===== src/rtl/text_ram_pkg.sv =====
// ============================================================================
// Module : text_ram_pkg
// Brief  : Shared types and defaults for the text RAM arbiter.
// Rev    : 1.0  initial release
// ============================================================================
`default_nettype none

package text_ram_pkg;

  localparam int ADDR_W           = 10;
  localparam int DATA_W           = 32;
  localparam int STRB_W           = DATA_W / 8;
  localparam int DEF_DEPTH        = 601;
  localparam int DEF_CTRL_ADDR    = 600;
  localparam int DEF_STARVE_LIMIT = 8;

  typedef enum logic [1:0] {
    IDLE  = 2'd0,
    ISSUE = 2'd1,
    WAIT  = 2'd2,
    RESP  = 2'd3
  } state_t;

  typedef enum logic [1:0] {
    GNT_NONE = 2'd0,
    GNT_CPU  = 2'd1,
    GNT_DISP = 2'd2
  } grant_t;

  function automatic logic addr_in_range(input logic [ADDR_W-1:0] addr, input int depth);
    return int'({{(32-ADDR_W){1'b0}}, addr}) < depth;
  endfunction

endpackage

`default_nettype wire


===== src/rtl/text_arb_starve_cnt.sv =====
// ============================================================================
// Module : text_arb_starve_cnt
// Brief  : Saturating count of display grants taken while the CPU waits.
// Rev    : 1.0  initial release
// ============================================================================
`default_nettype none

module text_arb_starve_cnt
  import text_ram_pkg::*;
#(
  parameter int LIMIT = DEF_STARVE_LIMIT,
  parameter int CW    = $clog2(LIMIT + 1)
) (
  input  logic          clk_i,
  input  logic          rst_ni,
  input  logic          inc_i,
  input  logic          clr_i,
  output logic          at_limit_o,
  output logic [CW-1:0] count_o
);

  logic [CW-1:0] count_q;
  logic [CW-1:0] count_d;

  assign at_limit_o = (count_q == CW'(LIMIT));
  assign count_o    = count_q;

  // Clear has priority; increments stop once the limit is reached.
  always_comb begin
    count_d = count_q;
    if (clr_i) begin
      count_d = '0;
    end else if (inc_i && !at_limit_o) begin
      count_d = count_q + CW'(1);
    end
  end

  always_ff @(posedge clk_i or negedge rst_ni) begin
    if (!rst_ni) begin
      count_q <= '0;
    end else begin
      count_q <= count_d;
    end
  end

endmodule

`default_nettype wire


===== src/rtl/text_ram_arbiter.sv =====
// ============================================================================
// Module : text_ram_arbiter
// Brief  : Two-port (CPU / display) arbiter onto a single text RAM, one
//          access per IDLE->ISSUE->WAIT->RESP pass, display-priority with
//          CPU starvation guard. Macro TEXT_ARB_CTRL_SHADOW_EN enables the
//          ctrl_reg shadow of the colour control word.
// Rev    : 1.0  initial release
// ============================================================================
`default_nettype none

module text_ram_arbiter
  import text_ram_pkg::*;
#(
  parameter int DEPTH        = DEF_DEPTH,
  parameter int CTRL_ADDR    = DEF_CTRL_ADDR,
  parameter int STARVE_LIMIT = DEF_STARVE_LIMIT
) (
  input  logic              axi_aclk,
  input  logic              axi_aresetn,
  input  logic              cpu_req,
  input  logic              cpu_we,
  input  logic [ADDR_W-1:0] cpu_addr,
  input  logic [DATA_W-1:0] cpu_wdata,
  input  logic [STRB_W-1:0] cpu_wstrb,
  output logic              cpu_ack,
  output logic [DATA_W-1:0] cpu_rdata,
  input  logic              disp_req,
  input  logic [ADDR_W-1:0] disp_addr,
  output logic              disp_valid,
  output logic [DATA_W-1:0] disp_rdata,
  output logic [ADDR_W-1:0] ram_addr,
  output logic              ram_we,
  output logic [STRB_W-1:0] ram_be,
  output logic [DATA_W-1:0] ram_wdata,
  input  logic [DATA_W-1:0] ram_rdata,
  output logic [DATA_W-1:0] ctrl_reg
);

  localparam int CNT_W = $clog2(STARVE_LIMIT + 1);

  state_t            state_q;
  grant_t            gnt_q;
  logic              acc_we_q;
  logic              acc_ok_q;
  logic [ADDR_W-1:0] ram_addr_q;
  logic              ram_we_q;
  logic [STRB_W-1:0] ram_be_q;
  logic [DATA_W-1:0] ram_wdata_q;
  logic              cpu_ack_q;
  logic [DATA_W-1:0] cpu_rdata_q;
  logic              disp_valid_q;
  logic [DATA_W-1:0] disp_rdata_q;

  logic              w_idle;
  logic              w_at_limit;
  logic              w_cpu_win;
  logic              w_disp_win;
  logic              w_cpu_ok;
  logic              w_disp_ok;
  logic              w_ctrl_hit;
  logic [CNT_W-1:0]  w_starve_cnt;

  assign w_idle     = (state_q == IDLE);
  assign w_cpu_win  = w_idle && cpu_req && (!disp_req || w_at_limit);
  assign w_disp_win = w_idle && disp_req && !w_cpu_win;
  assign w_cpu_ok   = addr_in_range(cpu_addr, DEPTH);
  assign w_disp_ok  = addr_in_range(disp_addr, DEPTH);
  assign w_ctrl_hit = (cpu_addr == ADDR_W'(CTRL_ADDR));

  text_arb_starve_cnt #(
    .LIMIT (STARVE_LIMIT),
    .CW    (CNT_W)
  ) u_starve (
    .clk_i      (axi_aclk),
    .rst_ni     (axi_aresetn),
    .inc_i      (w_disp_win && cpu_req),
    .clr_i      (w_cpu_win || (w_idle && !cpu_req)),
    .at_limit_o (w_at_limit),
    .count_o    (w_starve_cnt)
  );

  always_ff @(posedge axi_aclk or negedge axi_aresetn) begin
    if (!axi_aresetn) begin
      state_q      <= IDLE;
      gnt_q        <= GNT_NONE;
      acc_we_q     <= 1'b0;
      acc_ok_q     <= 1'b0;
      ram_addr_q   <= '0;
      ram_we_q     <= 1'b0;
      ram_be_q     <= '0;
      ram_wdata_q  <= '0;
      cpu_ack_q    <= 1'b0;
      cpu_rdata_q  <= '0;
      disp_valid_q <= 1'b0;
      disp_rdata_q <= '0;
    end else begin
      case (state_q)
        IDLE: begin
          if (w_cpu_win) begin
            gnt_q       <= GNT_CPU;
            acc_we_q    <= cpu_we;
            acc_ok_q    <= w_cpu_ok;
            ram_addr_q  <= cpu_addr;
            ram_we_q    <= cpu_we && w_cpu_ok;
            ram_be_q    <= (cpu_we && w_cpu_ok) ? cpu_wstrb : '0;
            ram_wdata_q <= cpu_wdata;
            state_q     <= ISSUE;
          end else if (w_disp_win) begin
            gnt_q       <= GNT_DISP;
            acc_we_q    <= 1'b0;
            acc_ok_q    <= w_disp_ok;
            ram_addr_q  <= disp_addr;
            ram_we_q    <= 1'b0;
            ram_be_q    <= '0;
            state_q     <= ISSUE;
          end
        end
        ISSUE: begin
          ram_we_q <= 1'b0;
          ram_be_q <= '0;
          state_q  <= WAIT;
        end
        WAIT: begin
          // Out-of-range reads return zero rather than whatever the RAM aliases to.
          if (gnt_q == GNT_CPU) begin
            cpu_ack_q <= 1'b1;
            if (!acc_we_q) begin
              cpu_rdata_q <= acc_ok_q ? ram_rdata : '0;
            end
          end else if (gnt_q == GNT_DISP) begin
            disp_valid_q <= 1'b1;
            disp_rdata_q <= acc_ok_q ? ram_rdata : '0;
          end
          state_q <= RESP;
        end
        RESP: begin
          cpu_ack_q    <= 1'b0;
          disp_valid_q <= 1'b0;
          gnt_q        <= GNT_NONE;
          state_q      <= IDLE;
        end
        default: state_q <= IDLE;
      endcase
    end
  end

  assign ram_addr   = ram_addr_q;
  assign ram_we     = ram_we_q;
  assign ram_be     = ram_be_q;
  assign ram_wdata  = ram_wdata_q;
  assign cpu_ack    = cpu_ack_q;
  assign cpu_rdata  = cpu_rdata_q;
  assign disp_valid = disp_valid_q;
  assign disp_rdata = disp_rdata_q;

`ifdef TEXT_ARB_CTRL_SHADOW_EN
  logic [DATA_W-1:0] ctrl_q;

  // Shadow follows the RAM write lane-for-lane, visible in the ISSUE cycle.
  always_ff @(posedge axi_aclk or negedge axi_aresetn) begin
    if (!axi_aresetn) begin
      ctrl_q <= '0;
    end else if (w_cpu_win && cpu_we && w_cpu_ok && w_ctrl_hit) begin
      for (int b = 0; b < STRB_W; b++) begin
        if (cpu_wstrb[b]) begin
          ctrl_q[8*b +: 8] <= cpu_wdata[8*b +: 8];
        end
      end
    end
  end

  assign ctrl_reg = ctrl_q;
`else
  logic w_unused_ctrl_hit;
  assign w_unused_ctrl_hit = w_ctrl_hit;
  assign ctrl_reg          = '0;
`endif

endmodule

`default_nettype wire


===== config.mk =====
export PLATFORM = sky130hd
export DESIGN_NAME = text_ram_arbiter
export DESIGN_NICKNAME = d
export VERILOG_FILES = /design/src/rtl/text_ram_pkg.sv /design/src/rtl/text_arb_starve_cnt.sv /design/src/rtl/text_ram_arbiter.sv
export SDC_FILE = /design/constraint.sdc
export NUM_CORES = 1
export LEC_CHECK = 0
export ABC_AREA = 0
export CAP_MARGIN = 25
export CORE_MARGIN = 4
export CORE_UTILIZATION = 33
export CTS_CLUSTER_DIAMETER = 200
export CTS_CLUSTER_SIZE = 10
export DETAILED_ROUTE_END_ITERATION = 16
export DONT_BUFFER_PORTS = 1
export GPL_TIMING_DRIVEN = 0
export PLACE_DENSITY = 0.45
export REMOVE_ABC_BUFFERS = 1
export SKIP_CTS_REPAIR_TIMING = 1
export SLEW_MARGIN = 20
export SYNTH_ARGS = -nofsm -noshare
export SYNTH_HDL_FRONTEND = slang
export SYNTH_SLANG_ARGS = --single-unit
export TNS_END_PERCENT = 5

===== constraint.sdc =====
create_clock -name axi_aclk -period 2.46 [get_ports axi_aclk]
set_input_delay 0.492 -clock axi_aclk [delete_from_list [all_inputs] [get_ports axi_aclk]]
set_output_delay 0.492 -clock axi_aclk [all_outputs]
set_load 0.02 [all_outputs]

### After elaboration in Yosys (flattened, before gate mapping)

Cells that the tools add are included.

| cells by class | value |
|---|---|
| multipliers | 0 |
| add/subtract/negate cells | 1 |
| bitwise logic cells | 2 |
| divide/modulo/power cells | 0 |
| reductions and logical operators | 28 |
| mux-type cells | 26 |
| equal/unequal tests | 10 |
| order comparisons | 2 |
| shift-type cells | 0 |

Operator list:

| kind | number |
|---|---|
| $mux W32 | 1 |
| $lt A10 B10 Y1 const B | 2 |
| $mux W10 | 2 |
| $mux W4 | 5 |
| $reduce_and A2 Y1 | 5 |
| $reduce_bool A2 Y1 | 5 |
| $reduce_and A3 Y1 | 3 |
| $logic_and A1 B1 Y1 | 8 |
| $mux W1 | 8 |
| $mux W2 | 4 |
| $pmux W2 S4 | 1 |
| $pmux W4 S2 | 1 |
| $eq A2 B2 Y1 const B | 3 |
| $ne A2 B2 Y1 const B | 3 |
| $pmux W1 S2 | 3 |
| $add A4 B1 Y4 const B | 1 |
| $eq A2 B1 Y1 const B | 2 |
| $eq A4 B4 Y1 const B | 1 |
| $logic_not A1 Y1 | 4 |
| $pmux W2 S2 | 1 |
| $ne A3 B1 Y1 const B | 1 |
| $logic_not A2 Y1 | 1 |
| $logic_or A1 B1 Y1 | 2 |
| $not A1 Y1 | 2 |

| storage, ports and cells | value |
|---|---|
| bits in read-only memories | 0 |
| bits in latches | 0 |
| memories kept | 0 |
| word-level logic and storage cells | 82 |
| output and inout bits | 145 |
| memory bits (writable) | 0 |
| register bits | 123 |
| bits of input ports | 93 |

### Logic depth before layout (Yosys ltp)

Gate-level depths: netlist (run 1).

| logic depth | value |
|---|---|
| depth after elaboration | 9 |
| depth in mapped cells | 7 |
| gate-level depth less buffers | 6 |

### Modules after synthesis

Synthesis (run 1) repeated with hierarchy kept, for this count alone.

| second synthesis, totals | value |
|---|---|
| cells, all modules | 503 |
| area, all modules | 5586.6 sq um |

By module, submodules not included:

| module | instances | area each (sq um) | cells each | sequential area each (sq um) |
|---|---|---|---|---|
| text_ram_arbiter | 1 | 5353.9 | 479 | 2977.9 |
| text_arb_starve_cnt | 1 | 232.7 | 24 | 100.1 |

### Worst setup path after synthesis (run 1)

Ideal clock, no wire load.

| timing | value |
|---|---|
| path type | register -> register |
| start | reg u_starve.count_q[0] (netlist: u_starve.count_o[0]) |
| end | reg ram_wdata_q[10] (netlist: ram_wdata[10]) |
| required time | 2.335 ns |
| buffers on the path | 1 |
| path slack | 0.809 ns |
| stages on the path, launching flop included | 7 |
| setup time | 0.125 ns |
| period minus slack after synthesis | 1.651 ns |
| arrival | 1.526 ns |
| cells stage by stage | dfrtp_1 > inv_1 > ha_1 > nand3b_4 > a21oi_4 > buf_6 > mux2_2 |

| on the way | value |
|---|---|
| word-level cells in the longest chain between the ends | 4 |

Ends and longest elaborated chain:

| item | RTL line | source |
|---|---|---|
| from (decl) | text_arb_starve_cnt.sv:22 | `logic [CW-1:0] count_q;` |
| from (signal assigned) | text_arb_starve_cnt.sv:42 | `count_q <= count_d;` |
| $eq A4 B4 Y1 | text_arb_starve_cnt.sv:25 | `assign at_limit_o = (count_q == CW'(LIMIT));` |
| $logic_or A1 B1 Y1 | text_ram_arbiter.sv:64 | `assign w_cpu_win = w_idle && cpu_req && (!disp_req \|\| w_at_limit);` |
| $logic_and A1 B1 Y1 | text_ram_arbiter.sv:64 |  |
| $reduce_and A2 Y1 (no line) | n/a |  |
| to (signal assigned) | text_ram_arbiter.sv:106 | `ram_wdata_q <= cpu_wdata;` |
| to (decl) | text_ram_arbiter.sv:48 | `logic [DATA_W-1:0] ram_wdata_q;` |

Every way passes these cells.
A chain may end at the register's enable or synchronous reset.

### Final worst setup path (run 1)

| timing | value |
|---|---|
| start | reg state_q[0] |
| end | reg ram_wdata_q[6] (netlist: ram_wdata[6]) |

| on the way | value |
|---|---|
| word-level cells in the longest chain between the ends | 4 |

Ends and longest elaborated chain:

| item | RTL line | source |
|---|---|---|
| from (decl) | text_ram_arbiter.sv:41 | `state_t state_q;` |
| from (signal assigned) | text_ram_arbiter.sv:84 | `state_q <= IDLE;` |
| from (signal assigned) | text_ram_arbiter.sv:107 | `state_q <= ISSUE;` |
| from (signal assigned) | text_ram_arbiter.sv:115 | `state_q <= ISSUE;` |
| $logic_not A2 Y1 * | text_ram_arbiter.sv:63, text_ram_arbiter.sv:97 |  |
| $logic_and A1 B1 Y1 (2 in a row) | text_ram_arbiter.sv:64 |  |
| $reduce_and A2 Y1 (no line) * | n/a |  |

Every way passes the cells marked *; elsewhere a longest branch is shown, timed or not.

==> results.json, run 1 <==
{
  "wl_mm": 11.8,
  "criticalPathCategory": "reg -> reg",
  "grt_use_met2": 0.199,
  "fill_cells": 1493,
  "clk_pin_slew_ns": 0.06,
  "ys_ff_latch": 123,
  "synth_compound_area_frac": 0.124,
  "hold_violations": 123,
  "drc": 0,
  "synth.area.top_cells": "dfrtp_1 (60%), nand2_1 (8.3%), mux2_2 (7.2%)",
  "run_status": "finished with violations",
  "netlist_area_um2": 5170,
  "setup_viol": 0,
  "synth_top_family_by_area": "compound AO/OA/AOI/OAI gates",
  "crit_slowest_cell": "a21oi_4",
  "firstDrtPassIters": 4,
  "numCtsBuffers": 17,
  "synthCells": 479,
  "drtIter0Drc": 134,
  "grt_overflow": 0,
  "fin_crit_sh": 0.904,
  "worstMarginPinSlew_ns": 0.809,
  "clock_skew_ns": 0.00926,
  "reg2reg_slack_ns": 0.24,
  "num-nets-final": 574,
  "power.total_mw": 9.33,
  "synthAdderAreaFrac": 0.0169,
  "r2r-end": "ram_wdata[6]$_DFFE_PN0P_",
  "post-dp-hpwl_mm": 8.23,
  "cp_data_required_time_ns": 2.75,
  "clock_latency_ns": 0.41,
  "multi_input_area_um2": 1810,
  "reg2reg_from": "state_q[0]$_DFFE_PN0P_",
  "violations": "hold timing",
  "clock-sinks": 123,
  "synthXorXnorAreaFrac": 0,
  "worstSetupEndpointType": "flop",
  "hold_ws_ns": -0.226,
  "max_cap_violations": 0,
  "coreArea_um2": 15300,
  "grtUsageMet1": 0.165,
  "track_usage": 0.136,
  "die_w_um": 133,
  "htreeDepth": 4,
  "final_util": 0.385,
  "ys_warn_count": 0,
  "critPathMaxStageDelay_ns": 0.59,
  "tns_ns": 0,
  "r2r_cells": 6,
  "grt_pass1_vias": 3519,
  "top_usage_layer": "met2",
  "avgSynthCellArea_um2": 10.8,
  "power_density_nw_per_um2": 1590,
  "start_kind": "flop",
  "cts_buffer_depth": 2,
  "routedWlPerCell_um": 16.9,
  "grt_pass1_wl_mm": 19.1,
  "seq_area_um2": 3080,
  "hold_path_class": "in -> async",
  "ys_types": 35,
  "synth.top_cell.area_share": 0.596,
  "antenna_found_initial": 1,
  "ios": 238,
  "synth_top_cell_by_area": "dfrtp_1",
  "die-area_um2": 17700,
  "cts_tree": "yes",
  "fp.dieH_um": 133,
  "place_area_um2": 5230,
  "diodes": 0,
  "drive_gt1_frac": 0.154,
  "area_growth_pct": 13.8,
  "worstPathCellList": "inv_1, ha_1, nand2_1, a21oi_4, buf_16, mux2_2",
  "fmax_ghz": 0.450,
  "rsz0062_at_grt": "no",
  "peakVddDrop_v": 0.000626,
  "synthMuxAreaShare": 0.0738,
  "power.leakage_nw": 2.69,
  "crit_fanout": 24,
  "finalCriticalPeriod_ns": 2.22,
  "grt_util_met3": 0.0729,
  "num_vias": 3288,
  "rows": 45,
  "grt_max_degree": 124,
  "drv_slew": 0,
  "stdcell_area_um2": 5880,
  "ant_nets": 0,
  "ys_seq_area_frac": 0.596,
  "endpoint": "ram_wdata[6]$_DFFE_PN0P_",
  "cp.arrival_ns": 2.52,
  "root_buffer": "clkbuf_16",
  "gp_congestion": 0.725,
  "start_util": 0.339,
  "synth_simple_gate_area_share": 0.110,
  "port_buffers": 0,
  "crit_start": "state_q[0]$_DFFE_PN0P_",
  "via_per_inst": 4.71,
  "slew-limit-headroom": 0.460
}
[placed cells by master (no fill, tap or decap), types with 3 or more instances in the layout]
cell	count
bufinv_16	5
clkinv_4	4
mux2_2	33
inv_1	8
ha_1	7
clkbuf_16	17
conb_1	32
nand3_1	3
o21ai_0	41
nor2_1	5
nand2_1	113
a32o_1	4
nor3_1	4
dfrtp_1	122
o21ai_1	38
o22ai_1	12
a21oi_1	5
o31ai_1	3
[cell families (layout without fill, tap and decap cells)]
group / Yosys count / after routing
compound gates: 113 / 113
fa+ha+maj: 7 / 7
buf+inv: 65 / 42
flops: 123 / 123
mux: 34 / 34
other cells: 1 / 32
simple gates: 136 / 136
[registers in the layout (all words and copies together) (netlist names), 2 cells and up]
signal            count
cpu_rdata            32
disp_rdata           32
gnt_q                 2
ram_addr             10
ram_be                4
ram_wdata            32
state_q               2
u_starve.count_o      4
[routing by layer]
layer	vias to the layer above	wire, um
li1	1557	-
met1	1532	4840
met2	179	5180
met3	18	1560
met4	2	238
met5	-	13
[synthesized netlist by cell type (all sizes together)]
cell and number:
dfrtp 123, nand2 114, o21ai 80, buf 43, mux2 33, clkbuf 14, o22ai 12, inv 8
ha 7, a21oi 6, nor2 5, a32o 4, nor3 4, nand3 3, o31ai 3, a211oi 2
a22o 2, a31oi 2, nor3b 2, or3b 2, a21bo 1, a21o 1, and4b 1, conb 1
mux2i 1, nand2b 1, nand3b 1, nor2b 1, nor4 1, or2 1
[worst max-delay path: cells and delay by family, from the launching register on]
family | cells | cell delay [ns]
AOI/OAI and AO/OA | 1 | 0.59
DFF | 1 | 0.41
buffers and inverters | 2 | 0.39
muxes | 1 | 0.35
adders and majority gates | 1 | 0.24
and+or+nand+nor | 1 | 0.11
[area by class of cell]
type                       count  area share
inverter                       8     0.00511
clock buffer                  18      0.0730
timing repair buffer           2     0.00809
clock inverter                14      0.0372
multi-input combinational    322       0.308
tap                          211      0.0449
sequential                   123       0.524
[power breakdown]
part           internal, mW  switching, mW
Clock                  1.80          0.936
Sequential             2.94           1.85
Combinational         0.814          0.987
Total                  5.56           3.77
[per-stage QoR]
step	setup WS, ns	std cells
after floorplan	0.247	453
after global placement	-0.424	664
after detailed placement	0.225	666
after CTS	0.218	698
after global routing	0.0940	698
final	0.236	698
[worst min-delay path by stage]
stage / start / end / slack [ns] / depth (start not counted)
floorplan: axi_aresetn / acc_ok_q$_DFFE_PN0P_ / 0.20 / 0
global placement: axi_aresetn / disp_rdata[19]$_DFFE_PN0P_ / 0.20 / 0
detailed placement: axi_aresetn / disp_rdata[13]$_DFFE_PN0P_ / 0.20 / 0
CTS: axi_aresetn / ram_be[0]$_DFFE_PN0P_ / -0.24 / 0
global route: axi_aresetn / cpu_rdata[13]$_DFFE_PN0P_ / -0.25 / 0
finish: axi_aresetn / cpu_rdata[13]$_DFFE_PN0P_ / -0.23 / 0
Power figures use the tool's default switching activity.
==> run 2: changes to the inputs <==
--- a/config.mk
+++ b/config.mk
@@ -6,7 +6,7 @@
 export NUM_CORES = 1
 export LEC_CHECK = 0
 export ABC_AREA = 0
-export CAP_MARGIN = 25
+export CAP_MARGIN = 15
 export CORE_MARGIN = 4
 export CORE_UTILIZATION = 33
 export CTS_CLUSTER_DIAMETER = 200
==> results of run 2 <==
No change in the layout: final DEF, timing and power equal those of run 1.
